[config.mk]
export PLATFORM = sky130hd
export DESIGN_NAME = task_queue_flat
export DESIGN_NICKNAME = d
export VERILOG_FILES = /design/src/rtl/task_queue_if.sv /design/src/rtl/task_queue.sv /design/src/flat_wrapper.sv
export SDC_FILE = /design/constraint.sdc
export NUM_CORES = 1
export LEC_CHECK = 0
export ABC_AREA = 1
export BUFFER_PORTS_ARGS = -buffer_cell sky130_fd_sc_hd__buf_2
export CAP_MARGIN = 20
export CORE_AREA = 3 3 222 224
export CTS_CLUSTER_DIAMETER = 200
export CTS_CLUSTER_SIZE = 10
export DETAILED_ROUTE_END_ITERATION = 10
export DIE_AREA = 0 0 225 227
export GPL_ROUTABILITY_DRIVEN = 0
export PLACE_DENSITY_LB_ADDON = 0.25
export SYNTH_ARGS = -nofsm -noshare
export SYNTH_HDL_FRONTEND = slang
export SYNTH_SLANG_ARGS = --single-unit
[constraint.sdc]
create_clock -name clk -period 3.29 [get_ports clk]
set_input_delay 0.4935 -clock clk [delete_from_list [all_inputs] [get_ports clk]]
set_output_delay 0.4935 -clock clk [all_outputs]
set_load 0.01 [all_outputs]
[src/rtl/task_queue_if.sv]
// Valid/ready task word channel. The master drives data/valid, the slave
// drives ready. Used both for the decode-stage input and the balancer output.
interface task_queue_if #(
   parameter int DATA_WIDTH = 32
);
   logic [DATA_WIDTH-1:0] data;
   logic                  valid;
   logic                  ready;

   modport master (output data, output valid, input ready);
   modport slave  (input data, input valid, output ready);
endinterface

[src/rtl/task_queue.sv]
// Elastic task buffer feeding the PE load balancer.
//
//   state      | meaning
//   -----------+----------------------------------------------------------
//   ST_EMPTY   | output register holds no task, task_valid=0
//   ST_PRESENT | task_data offered to the balancer, task_valid=1
//   ST_HOLD    | task accepted; task_data frozen until ready goes low then high
//
// After the balancer accepts a word, it samples task_data several cycles
// later. With HOLD_EN set, the queue keeps that word in the output register
// until task_ready has been seen low and then high again (the re-arm).
// A word written into empty storage goes straight to the output register.
// This bypass is only taken when storage is empty, so FIFO order holds.
module task_queue #(
   parameter int DATA_WIDTH = 32,
   parameter int DEPTH      = 16,
   parameter int AF_THRESH  = 12,
   parameter int HOLD_EN    = 1
) (
   input  logic                       clk,
   input  logic                       rst_n,
   input  logic                       flush,
   task_queue_if.slave                in_if,
   task_queue_if.master               task_if,
   output logic [$clog2(DEPTH+2)-1:0] count,
   output logic                       almost_full
);

   localparam int PW = $clog2(DEPTH);
   localparam int OW = $clog2(DEPTH + 1);
   localparam int CW = $clog2(DEPTH + 2);

   typedef enum logic [1:0] {
      ST_EMPTY   = 2'd0,
      ST_PRESENT = 2'd1,
      ST_HOLD    = 2'd2
   } state_t;

   state_t                state, state_nxt;
   logic                  seen_low, seen_low_nxt;
   logic [PW-1:0]         wr_ptr, rd_ptr;
   logic [OW-1:0]         occ, occ_nxt;
   logic [DATA_WIDTH-1:0] mem [DEPTH];
   logic [DATA_WIDTH-1:0] task_data_q;

   logic st_full, st_empty;
   logic push, wr_en, pop;
   logic load_head, load_bypass;

   assign st_full     = (occ == OW'(DEPTH));
   assign st_empty    = (occ == '0);
   assign in_if.ready = !st_full && !flush;
   assign push        = in_if.valid && in_if.ready;

   assign task_if.valid = (state == ST_PRESENT);
   assign task_if.data  = task_data_q;

   // Output FSM next state: decide whether the output register is reloaded and from where.
   always_comb begin
      state_nxt    = state;
      seen_low_nxt = seen_low;
      load_head    = 1'b0;
      load_bypass  = 1'b0;
      if (flush) begin
         state_nxt    = ST_EMPTY;
         seen_low_nxt = 1'b0;
      end else begin
         case (state)
            ST_EMPTY: begin
               if (!st_empty) begin
                  load_head = 1'b1;
                  state_nxt = ST_PRESENT;
               end else if (push) begin
                  load_bypass = 1'b1;
                  state_nxt   = ST_PRESENT;
               end
            end
            ST_PRESENT: begin
               if (task_if.ready) begin
                  if (HOLD_EN != 0) begin
                     state_nxt    = ST_HOLD;
                     seen_low_nxt = 1'b0;
                  end else if (!st_empty) begin
                     load_head = 1'b1;
                  end else if (push) begin
                     load_bypass = 1'b1;
                  end else begin
                     state_nxt = ST_EMPTY;
                  end
               end
            end
            ST_HOLD: begin
               if (!task_if.ready) begin
                  seen_low_nxt = 1'b1;
               end else if (seen_low) begin
                  seen_low_nxt = 1'b0;
                  if (!st_empty) begin
                     load_head = 1'b1;
                     state_nxt = ST_PRESENT;
                  end else if (push) begin
                     load_bypass = 1'b1;
                     state_nxt   = ST_PRESENT;
                  end else begin
                     state_nxt = ST_EMPTY;
                  end
               end
            end
            default: begin
               state_nxt    = ST_EMPTY;
               seen_low_nxt = 1'b0;
            end
         endcase
      end
   end

   // Storage bookkeeping: a bypassed push never touches storage.
   always_comb begin
      pop   = load_head;
      wr_en = push && !load_bypass;
      case ({wr_en, pop})
         2'b10:   occ_nxt = occ + OW'(1);
         2'b01:   occ_nxt = occ - OW'(1);
         default: occ_nxt = occ;
      endcase
   end

   // Control state, pointers and registered status; flush clears all but task_data.
   always_ff @(posedge clk) begin
      if (!rst_n) begin
         state       <= ST_EMPTY;
         seen_low    <= 1'b0;
         wr_ptr      <= '0;
         rd_ptr      <= '0;
         occ         <= '0;
         count       <= '0;
         almost_full <= 1'b0;
      end else if (flush) begin
         state       <= ST_EMPTY;
         seen_low    <= 1'b0;
         wr_ptr      <= '0;
         rd_ptr      <= '0;
         occ         <= '0;
         count       <= '0;
         almost_full <= 1'b0;
      end else begin
         state       <= state_nxt;
         seen_low    <= seen_low_nxt;
         occ         <= occ_nxt;
         count       <= CW'(occ_nxt) + CW'(state_nxt == ST_PRESENT);
         almost_full <= (occ_nxt >= OW'(AF_THRESH));
         if (wr_en) wr_ptr <= wr_ptr + PW'(1);
         if (pop)   rd_ptr <= rd_ptr + PW'(1);
      end
   end

   // Storage array; contents are don't-care until written, so no reset.
   always_ff @(posedge clk) begin
      if (rst_n && wr_en) mem[wr_ptr] <= in_if.data;
   end

   // Output register: only reset clears it, flush leaves the last word visible.
   always_ff @(posedge clk) begin
      if (!rst_n)
         task_data_q <= '0;
      else if (load_bypass)
         task_data_q <= in_if.data;
      else if (load_head)
         task_data_q <= mem[rd_ptr];
   end

endmodule

[src/flat_wrapper.sv]
// flat-port wrapper written by rule: the top's interface ports become plain ports
module task_queue_flat 
#(
   parameter int DATA_WIDTH = 32,
   parameter int DEPTH      = 16,
   parameter int AF_THRESH  = 12,
   parameter int HOLD_EN    = 1
)
  (clk, rst_n, flush, count, almost_full, in_if_data, in_if_valid, in_if_ready, task_if_data, task_if_valid, task_if_ready);
  task_queue_if #(.DATA_WIDTH(DATA_WIDTH)) in_if_i ();
  task_queue_if #(.DATA_WIDTH(DATA_WIDTH)) task_if_i ();
  input  logic clk;
  input  logic rst_n;
  input  logic flush;
  output logic [$clog2(DEPTH+2)-1:0] count;
  output logic almost_full;
  input wire logic [$bits(in_if_i.data)-1:0] in_if_data;
  input wire logic [$bits(in_if_i.valid)-1:0] in_if_valid;
  output wire logic [$bits(in_if_i.ready)-1:0] in_if_ready;
  output wire logic [$bits(task_if_i.data)-1:0] task_if_data;
  output wire logic [$bits(task_if_i.valid)-1:0] task_if_valid;
  input wire logic [$bits(task_if_i.ready)-1:0] task_if_ready;
  assign in_if_i.data = in_if_data;
  assign in_if_i.valid = in_if_valid;
  assign in_if_ready = in_if_i.ready;
  assign task_if_data = task_if_i.data;
  assign task_if_valid = task_if_i.valid;
  assign task_if_i.ready = task_if_ready;
  task_queue #(.DATA_WIDTH(DATA_WIDTH), .DEPTH(DEPTH), .AF_THRESH(AF_THRESH), .HOLD_EN(HOLD_EN)) u_core (.clk(clk), .rst_n(rst_n), .flush(flush), .in_if(in_if_i), .task_if(task_if_i), .count(count), .almost_full(almost_full));
endmodule
==> results.json <==
{
  "critPathCaptureType": "register",
  "min_path_type": "primary input to register",
  "ys_types": 34,
  "cts_resized": 0,
  "drv_slew": 0,
  "nets": 2156,
  "tritoncts": "done",
  "htree_levels": 3,
  "synth-compound-area-share_pct": 10.8,
  "post-cts-setup-buffers": 0,
  "die_w_um": 225,
  "rsz0062_at_grt": "no",
  "crit_fanout": 5,
  "syn_area_per_cell_um2": 11.7,
  "tns_ps": 0,
  "synth_top_family_by_area": "simple AND/OR/NAND/NOR gates",
  "crit_path_frequent_cell": "inv_1",
  "synth.cell_area_um2": 23700,
  "seqCellArea_um2": 16500,
  "instances_no_fill": 2776,
  "yosys.area_share.xor_xnor_pct": 0.111,
  "core_um2": 47500,
  "start_util_pct": 49.9,
  "p_per_area_nw_per_um2": 586,
  "dieArea_um2": 51100,
  "grt_usage_pct": 21.8,
  "required_ps": 3760,
  "final_util_pct": 56.6,
  "clock_latency_ps": 590,
  "status": "complete, no violations",
  "drt-wirelength-per-cell_um": 19.8,
  "numPortBuffers": 76,
  "fillers": 3832,
  "critPathSlowestCell": "dfxtp_1",
  "max_cap_violations": 0,
  "multi_input_area_um2": 5560,
  "placementRows": 80,
  "via_count": 15200,
  "netlist_instances": 2029,
  "syn_nets": 2076,
  "final_cell_mix": "edfxtp_1, inv_1, nand2_1",
  "leakagePower_nw": 9.61,
  "finalSetupViolCount": 0,
  "start_kind": "register",
  "ctsLongestPathBuffers": 3,
  "path_cells": "nor2_2 > nand3_2 > nor2_4 > nand2_4 > nor2_8 > nor2_2 > inv_1 > ha_2 > xor2_1 > ha_1 > o21ai_0 > inv_1 > ha_1 > inv_1 > a21oi_1 > nand3_1 > nand2_1 > inv_1 > nor2_1",
  "synth-seq-cells": 570,
  "finalCriticalPeriod_ps": 2920,
  "max_freq_ghz": 0.342,
  "grt_pass1_wl_um": 86200,
  "finalCritPeriodShare_pct": 88.8,
  "drive_gt1_share_pct": 12.5,
  "grt_overflow": 0,
  "ant_nets": 0,
  "die_y_um": 227,
  "tightest_slew_ps": 934,
  "power_w": 0.0158,
  "cts.sinks": 570,
  "grt_max_degree": 89,
  "ir_drop_mv": 0.447,
  "ios": 77,
  "antenna_found_initial": 1,
  "synthSimpleGateAreaFrac_pct": 11.5,
  "grt_pass1_vias": 15100,
  "final_hold_viol_count": 0,
  "dp_hpwl_um": 30100,
  "skew_ps": 24.6,
  "arrival_ps": 3390,
  "wl_um": 55100,
  "clockRootBuffer": "clkbuf_16",
  "synthMuxAreaShare_pct": 0,
  "path_clk_slew_ps": 60,
  "path_class": "register to register",
  "drtIter0Drc": 1483,
  "slowest_delay_ps": 330,
  "synth_fa_ha_area_share_pct": 0.528,
  "cts_buffers": 66,
  "setup_ws_ps": 369,
  "dpl.cell_count": 2656,
  "ys_warn_count": 0,
  "cts_hold_buf": 0,
  "area_growth_pct": 13.5,
  "ys_seq_area_share_pct": 69.7,
  "final_common_cell": "edfxtp_1",
  "relSlewSlack_pct": 37.6,
  "drcViolationCount": 0,
  "dp_slack_ps": 150,
  "via_per_inst": 5.49,
  "drt_pass1_iterations": 6
}
[layout make-up]
cell class	instances	area share, %
well taps	615	2.86
diodes	1	0.00930
multi-input cells	1046	20.6
repair buffers	134	3.91
clock buffers	116	6.91
flip-flops and latches	570	61.5
clock inverters	3	0.0976
inverters	291	4.07
[kinds of logic after synthesis]
group                    after synthesis
AND/OR/NAND/NOR                      623
flip-flops                           570
buffers and inverters                413
AO/OA/AOI/OAI                        410
adder cells (fa/ha/maj)               10
XOR/XNOR                               3
[worst max-delay path, delay by kind of cell, from the launching register on]
| kind | cells | cell delay [ps] |
|---|---|---|
| xor gates and xnor gates | 1 | 210 |
| DFF | 1 | 330 |
| AOI/OAI and AO/OA | 2 | 270 |
| adders and majority gates | 3 | 730 |
| buffers and inverters | 4 | 360 |
| and+or+nand+nor | 9 | 900 |
[state kept, by name, summed over array words and instances, names as in the netlist, named ones only]
| register | count |
|---|---|
| u_core.rd_ptr | 4 |
| u_core.task_if.data | 32 |
| u_core.occ | 5 |
| u_core.mem | 512 |
| u_core.state | 2 |
| u_core.almost_full | 1 |
| u_core.count | 5 |
| u_core.wr_ptr | 4 |
| u_core.seen_low | 1 |
[stage by stage]
step	hold WS (ps)	instance area [um^2]
floorplan	412	23700
global placement	450	25000
detailed placement	461	25000
CTS	211	26900
global route	264	26900
finish	247	26900
[final timing paths]
check | cells after the start | slack, ps | start | endpoint
min reg2reg | 2 | 460 | u_core.task_if.data[31] | u_core.task_if.data[31]
max | 19 | 370 | u_core.occ[3] | u_core.count[4]
max reg2reg | 19 | 370 | u_core.occ[3] | u_core.count[4]
min | 4 | 250 | task_if_ready | u_core.seen_low
[synthesized netlist by cell type (all sizes together)]
| library cell | number | area [um^2] |
|---|---|---|
| xor2 | 3 | 26.3 |
| nand2 | 272 | 1030 |
| clkbuf | 30 | 116 |
| a21oi | 142 | 816 |
| nand4 | 1 | 6.26 |
| nor2 | 105 | 433 |
| o211ai | 160 | 1200 |
| ha | 10 | 125 |
| o21ai | 106 | 531 |
| edfxtp | 512 | 15400 |
| a21boi | 2 | 15.0 |
| and3 | 1 | 6.26 |
| or2 | 1 | 6.26 |
| nand3 | 241 | 1220 |
| clkinv | 1 | 3.75 |
| inv | 290 | 1090 |
| buf | 92 | 538 |
| dfxtp | 58 | 1160 |
| nor3 | 2 | 21.3 |
[power by group]
part / total [W] / internal (W) / switching [W]
Clock: 0.00653 / 0.00382 / 0.00272
Combinational: 0.00122 / 0.000404 / 0.000818
Sequential: 0.00802 / 0.00796 / 0.0000589
Total: 0.0158 / 0.0122 / 0.00360
[per-layer routing]
metal	vias to the layer above	track usage, %	routed length (um)
met5	-	0	0
met4	0	7.24	1260
met3	90	3.49	3050
met2	474	36.0	26300
met1	7394	30.1	24400
li1	7270	-	-
(Power assumes the default switching activity.)
